===== src/rtl/bin_to_bcd_seq_if.sv =====
// Handshake bundle for bin_to_bcd_seq: binary request side and BCD result side.
// The master modport is the producer/consumer environment; the slave modport is the converter.
interface bin_to_bcd_seq_if #(
  parameter int BIN_W  = 8,
  parameter int DIGITS = 3
);
  logic                  in_valid;
  logic                  in_ready;
  logic [BIN_W-1:0]      bin_in;
  logic                  out_valid;
  logic                  out_ready;
  logic [4*DIGITS-1:0]   bcd_out;
  logic                  overflow;

  modport master (
    output in_valid, bin_in, out_ready,
    input  in_ready, out_valid, bcd_out, overflow
  );

  modport slave (
    input  in_valid, bin_in, out_ready,
    output in_ready, out_valid, bcd_out, overflow
  );
endinterface


===== src/rtl/bin_to_bcd_seq.sv =====
// Sequential double-dabble binary-to-BCD converter, one input bit per clock, valid/ready on both sides.
// Optional macro BCD_LEADING_ZERO_BLANK_EN replaces leading zero digits (except digit 0) with 4'hF.
module bin_to_bcd_seq #(
  parameter int BIN_W  = 8,
  parameter int DIGITS = 3
) (
  input  logic             clk,
  input  logic             rst,
  bin_to_bcd_seq_if.slave  bus
);

  localparam int SW    = 4 * DIGITS;
  localparam int CNT_W = $clog2(BIN_W + 1);

  typedef enum logic [1:0] {
    IDLE,
    SHIFT,
    DONE
  } state_e;

  state_e            state_q, state_d;
  logic [BIN_W-1:0]  bin_q, bin_d;
  logic [SW-1:0]     scratch_q, scratch_d;
  logic              ovf_q, ovf_d;
  logic [CNT_W-1:0]  cnt_q, cnt_d;
  logic [SW-1:0]     bcd_q, bcd_d;

  logic [SW-1:0]     adj;
  logic [SW-1:0]     shift_scr;
  logic              shift_ovf;
  logic [SW-1:0]     final_bcd;
  logic              in_ready_c;

  // Add-3 correction on every digit that would reach 10 or more after doubling.
  always_comb begin
    adj = scratch_q;
    for (int k = 0; k < DIGITS; k++) begin
      if (scratch_q[4*k +: 4] >= 4'd5) begin
        adj[4*k +: 4] = scratch_q[4*k +: 4] + 4'd3;
      end
    end
  end

  // A 1 leaving the top digit means the value no longer fits in DIGITS digits.
  assign shift_scr = {adj[SW-2:0], bin_q[BIN_W-1]};
  assign shift_ovf = ovf_q | adj[SW-1];

  // Presentation value, computed from the result of the final shift so it can be registered.
  always_comb begin
`ifdef BCD_LEADING_ZERO_BLANK_EN
    logic lead;
    lead      = 1'b1;
`endif
    final_bcd = shift_scr;
    if (shift_ovf) begin
      final_bcd = {DIGITS{4'h9}};
    end
`ifdef BCD_LEADING_ZERO_BLANK_EN
    else begin
      // NOTE: 'lead' is a blocking temporary that carries state between loop iterations
      // within this evaluation only; it is always assigned before use, so no latch results.
      for (int k = DIGITS - 1; k >= 1; k--) begin
        if (lead && (shift_scr[4*k +: 4] == 4'd0)) begin
          final_bcd[4*k +: 4] = 4'hF;
        end else begin
          lead = 1'b0;
        end
      end
    end
`endif
  end

  assign in_ready_c = (state_q == IDLE) && !rst;

  always_comb begin
    state_d   = state_q;
    bin_d     = bin_q;
    scratch_d = scratch_q;
    ovf_d     = ovf_q;
    cnt_d     = cnt_q;
    bcd_d     = bcd_q;
    unique case (state_q)
      IDLE: begin
        if (bus.in_valid && in_ready_c) begin
          bin_d     = bus.bin_in;
          scratch_d = '0;
          ovf_d     = 1'b0;
          cnt_d     = CNT_W'(BIN_W);
          state_d   = SHIFT;
        end
      end
      SHIFT: begin
        scratch_d = shift_scr;
        bin_d     = bin_q << 1;
        ovf_d     = shift_ovf;
        cnt_d     = cnt_q - 1'b1;
        if (cnt_q == CNT_W'(1)) begin
          bcd_d   = final_bcd;
          state_d = DONE;
        end
      end
      DONE: begin
        if (bus.out_ready) begin
          state_d = IDLE;
        end
      end
      default: state_d = IDLE;
    endcase
  end

  // NOTE: all state uses non-blocking assignments so every register samples pre-edge values;
  // the result register is cleared by rst so bcd_out reads zero out of reset.
  always_ff @(posedge clk) begin
    if (rst) begin
      state_q   <= IDLE;
      bin_q     <= '0;
      scratch_q <= '0;
      ovf_q     <= 1'b0;
      cnt_q     <= '0;
      bcd_q     <= '0;
    end else begin
      state_q   <= state_d;
      bin_q     <= bin_d;
      scratch_q <= scratch_d;
      ovf_q     <= ovf_d;
      cnt_q     <= cnt_d;
      bcd_q     <= bcd_d;
    end
  end

  assign bus.in_ready  = in_ready_c;
  assign bus.out_valid = (state_q == DONE);
  assign bus.bcd_out   = bcd_q;
  assign bus.overflow  = ovf_q;

endmodule


===== src/flat_wrapper.sv =====
// flat-port wrapper written by rule: the top's interface ports become plain ports
module bin_to_bcd_seq_flat 
#(
  parameter int BIN_W  = 8,
  parameter int DIGITS = 3
)
  (clk, rst, bus_in_valid, bus_bin_in, bus_out_ready, bus_in_ready, bus_out_valid, bus_bcd_out, bus_overflow);
  bin_to_bcd_seq_if #(.BIN_W(BIN_W), .DIGITS(DIGITS)) bus_i ();
  input  logic clk;
  input  logic rst;
  input wire logic [$bits(bus_i.in_valid)-1:0] bus_in_valid;
  input wire logic [$bits(bus_i.bin_in)-1:0] bus_bin_in;
  input wire logic [$bits(bus_i.out_ready)-1:0] bus_out_ready;
  output wire logic [$bits(bus_i.in_ready)-1:0] bus_in_ready;
  output wire logic [$bits(bus_i.out_valid)-1:0] bus_out_valid;
  output wire logic [$bits(bus_i.bcd_out)-1:0] bus_bcd_out;
  output wire logic [$bits(bus_i.overflow)-1:0] bus_overflow;
  assign bus_i.in_valid = bus_in_valid;
  assign bus_i.bin_in = bus_bin_in;
  assign bus_i.out_ready = bus_out_ready;
  assign bus_in_ready = bus_i.in_ready;
  assign bus_out_valid = bus_i.out_valid;
  assign bus_bcd_out = bus_i.bcd_out;
  assign bus_overflow = bus_i.overflow;
  bin_to_bcd_seq #(.BIN_W(BIN_W), .DIGITS(DIGITS)) u_core (.clk(clk), .rst(rst), .bus(bus_i));
endmodule

===== config.mk =====
export PLATFORM = sky130hd
export DESIGN_NAME = bin_to_bcd_seq_flat
export DESIGN_NICKNAME = d
export VERILOG_FILES = /design/src/rtl/bin_to_bcd_seq_if.sv /design/src/rtl/bin_to_bcd_seq.sv /design/src/flat_wrapper.sv
export SDC_FILE = /design/constraint.sdc
export NUM_CORES = 1
export LEC_CHECK = 0
export BUFFER_PORTS_ARGS = -buffer_cell sky130_fd_sc_hd__buf_2
export CORE_MARGIN = 4
export CORE_UTILIZATION = 55
export CTS_CLUSTER_DIAMETER = 80
export DETAILED_ROUTE_END_ITERATION = 8
export MAX_ROUTING_LAYER = met4
export PLACE_DENSITY_LB_ADDON = 0.2
export SYNTH_ARGS = -nofsm -noshare
export SYNTH_HDL_FRONTEND = slang
export SYNTH_SLANG_ARGS = --single-unit

===== constraint.sdc =====
create_clock -name clk -period 2.05 [get_ports clk]
set_input_delay 0.205 -clock clk [delete_from_list [all_inputs] [get_ports clk]]
set_output_delay 0.205 -clock clk [all_outputs]
set_load 0.03 [all_outputs]

==> results.cfg <==
[outcome]
status = finished, final reports clean

[cells_and_area]
area_growth_pct = 12.1
stdcell_count = 306
drive_gt1_share_pct = 20.0
num_antenna_cells = 0
nets = 279

[floorplan]
die_w_microns = 68.8
top_level_ports = 27
start_util_pct = 59.0
die-height_microns = 68.8
design.die.area_sq_mm = 0.00473
core-area_sq_mm = 0.00344
num_rows = 21

[yosys]
synth_cell_type_count = 35
synth_cells = 236
synth.avg_cell_area_sq_um = 8.60
seq_area_frac_synth_pct = 38.4
synth_nets = 256
yosys.area.top_type_share_pct = 38.4
synthTopCellsByArea = dfxtp_1, nor2_1, ha_1
yosys.area.top_type = dfxtp_1
yosys_warnings = 0
syn_area_sq_mm = 0.00203
ys_seq_elements = 39

[global_routing]
grt_pass1_wl_microns = 7280
antenna_found_initial = 0
grt_start_max_net_pins = 42
grt_pass1_vias = 1613
grt_overflow = 0
track_usage_pct = 20.9

[clock_network]
ctsHtreeMaxLevel = 2
cts.sinks = 39
cts_tree = built
cts_buffers = 5
post_cts_buffers = 0
clock_latency_ps = 290
cts-root-buf = clkbuf_8
clkTransAtPathRegs_ps = 70
ctsResizeCount = 0
hold_buffers = 0
cts_buffer_depth = 2

[setup_path]
endpoint_kind = flip-flop
startpoint_type = flip-flop
ff2ff_path_depth = 7
arrival_ps = 2100
worstReg2RegStart = u_core.scratch_q[8]
crit_type = flip-flop to flip-flop
worstPathRequired_ps = 2250
cp_max_fo = 7
rrSetupSlack_ps = 140
rr_endpoint = u_core.bus.bcd_out[7]

[sta]
maxSlewViolCount = 0
max_freq_mhz = 525
setup_viol = 0
rsz0062_at_grt = false
finalCritPeriodShare_pct = 93.0
hold_violations = 0
slew_headroom_pct = 51.2
hold_slack_ps = 191
finClkSkew_ps = 4.00
setup_tns_ps = 0
worstMarginPinSlew_ps = 733
min_period_ps = 1910

[route]
ant_nets = 0
drt_first_iter_violations = 86
first_pass_iters = 4
vias = 1740
wire_per_inst_microns = 13.5
drt_wl_total_microns = 4130
drt-vias-per-instance = 5.69
drc = 0

[flow_run]
maxCapViolations = 0

[placed_design]
place_inst = 298
hpwlAfterDp_microns = 2800
io_buffers = 26
place_congestion = 0.831

[worst_hold_path]
min-delay-start = bus_bin_in[7]
hold_end = u_core.bin_q[7]
min-delay-path-class = primary input to flip-flop
hold_depth = 3

[pwr]
power_leakage_nw = 0.915
p_per_area_mw_per_mm2 = 662
ir_drop_mv = 0.381
[worst max-delay path by stage]
stage                                    from                     end  slack [ps]
after floorplan           u_core.scratch_q[9]  u_core.bus.bcd_out[11]         290
after global placement    u_core.scratch_q[9]  u_core.bus.bcd_out[11]         150
after detailed placement  u_core.scratch_q[9]  u_core.bus.bcd_out[11]         130
after CTS                 u_core.scratch_q[9]  u_core.bus.bcd_out[11]         110
after global routing      u_core.scratch_q[8]   u_core.bus.bcd_out[7]          20
final                     u_core.scratch_q[8]   u_core.bus.bcd_out[7]         140
[placed cells by master, fill, tap and decap left out, types with 2 or more instances in the layout]
cell type,count
dfxtp_1,39
nor2_1,32
buf_2,26
nand2_1,13
inv_1,9
and2_1,9
nor2b_1,9
a21oi_1,9
a22oi_1,9
ha_1,8
a31oi_1,7
o21ai_0,7
nand2b_1,6
a211o_1,6
a32oi_1,6
nor3b_1,6
a22o_1,6
nand3b_1,6
o31ai_2,6
buf_4,6
nor3_1,5
clkbuf_8,5
a311oi_1,4
a211oi_1,4
a2bb2oi_1,3
clkinv_2,3
o21ai_2,2
[area by class of cell]
class | count | area [sq um]
fillers | 303 | 1160
repair buffers | 32 | 175
clock buffers | 5 | 68.8
multi-input cells | 172 | 1150
inverters | 9 | 33.8
clock inverters | 3 | 15.0
well taps | 46 | 57.6
flip-flops and latches | 39 | 781
[metal layers]
| layer | global-route usage (%) | vias to the layer above | part of all wire (%) |
|---|---|---|---|
| met5 | - | - | 0 |
| met4 | 7.30 | 0 | 1.1 |
| met1 | 27.3 | 802 | 49 |
| met3 | 4.05 | 6 | 4.6 |
| li1 | - | 897 | - |
| met2 | 32.4 | 35 | 45 |
[state kept, by name (all words and copies together) (netlist names)]
| signal | flops |
|---|---|
| u_core.bus.bcd_out | 12 |
| u_core.bin_q | 8 |
| u_core.state_q | 2 |
| u_core.bus.overflow | 1 |
| u_core.scratch_q | 12 |
| u_core.cnt_q | 4 |
[where the power goes]
part | switching (mW) | internal, mW
combinational | 0.125 | 0.0814
sequential | 0.0204 | 0.785
clock | 0.263 | 0.233
total | 0.408 | 1.10
[critical path, stage by stage (launching register included)]
cell,delay (ps)
dfxtp_1,450
inv_1,70
ha_1,230
nand2b_1,150
nor3b_1,380
nor3_1,120
buf_4,170
a311oi_1,240
[kinds of logic after synthesis]
| family | share of synthesized area (%) |
|---|---|
| AOI/OAI and AO/OA | 27.8 |
| adders and majority gates | 4.93 |
| buffers and inverters | 5.36 |
| DFF | 38.4 |
| muxes | 0.554 |
| and+or+nand+nor | 22.9 |
[Yosys cell counts (all sizes together)]
library cell,instances
dfxtp,39
nor2,32
nand2,13
and2,10
a21oi,9
a22oi,9
inv,9
nor2b,9
o21ai,9
buf,8
clkbuf,8
ha,8
a31oi,7
nand2b,7
a211o,6
a22o,6
a32oi,6
nand3b,6
nor3b,6
o31ai,6
nor3,5
a211oi,4
a311oi,4
a2bb2oi,3
or3,2
a2111oi,1
mux2,1
o211ai,1
o21a,1
o31a,1
[metrics by stage]
step / cell area, sq um / power [mW] / setup slack, ps / util [%]
2_1_floorplan: 2030 / 0.974 / 285 / -
3_3_place_gp: 2190 / 1.03 / 147 / 63.6
3_5_place_dp: 2190 / 1.03 / 127 / 63.6
4_1_cts: 2270 / 1.52 / 111 / 66.0
5_1_grt: 2280 / 1.59 / 17.9 / 66.2
6_report: 2280 / 1.51 / 144 / 66.2
(Power assumes the default switching activity.)
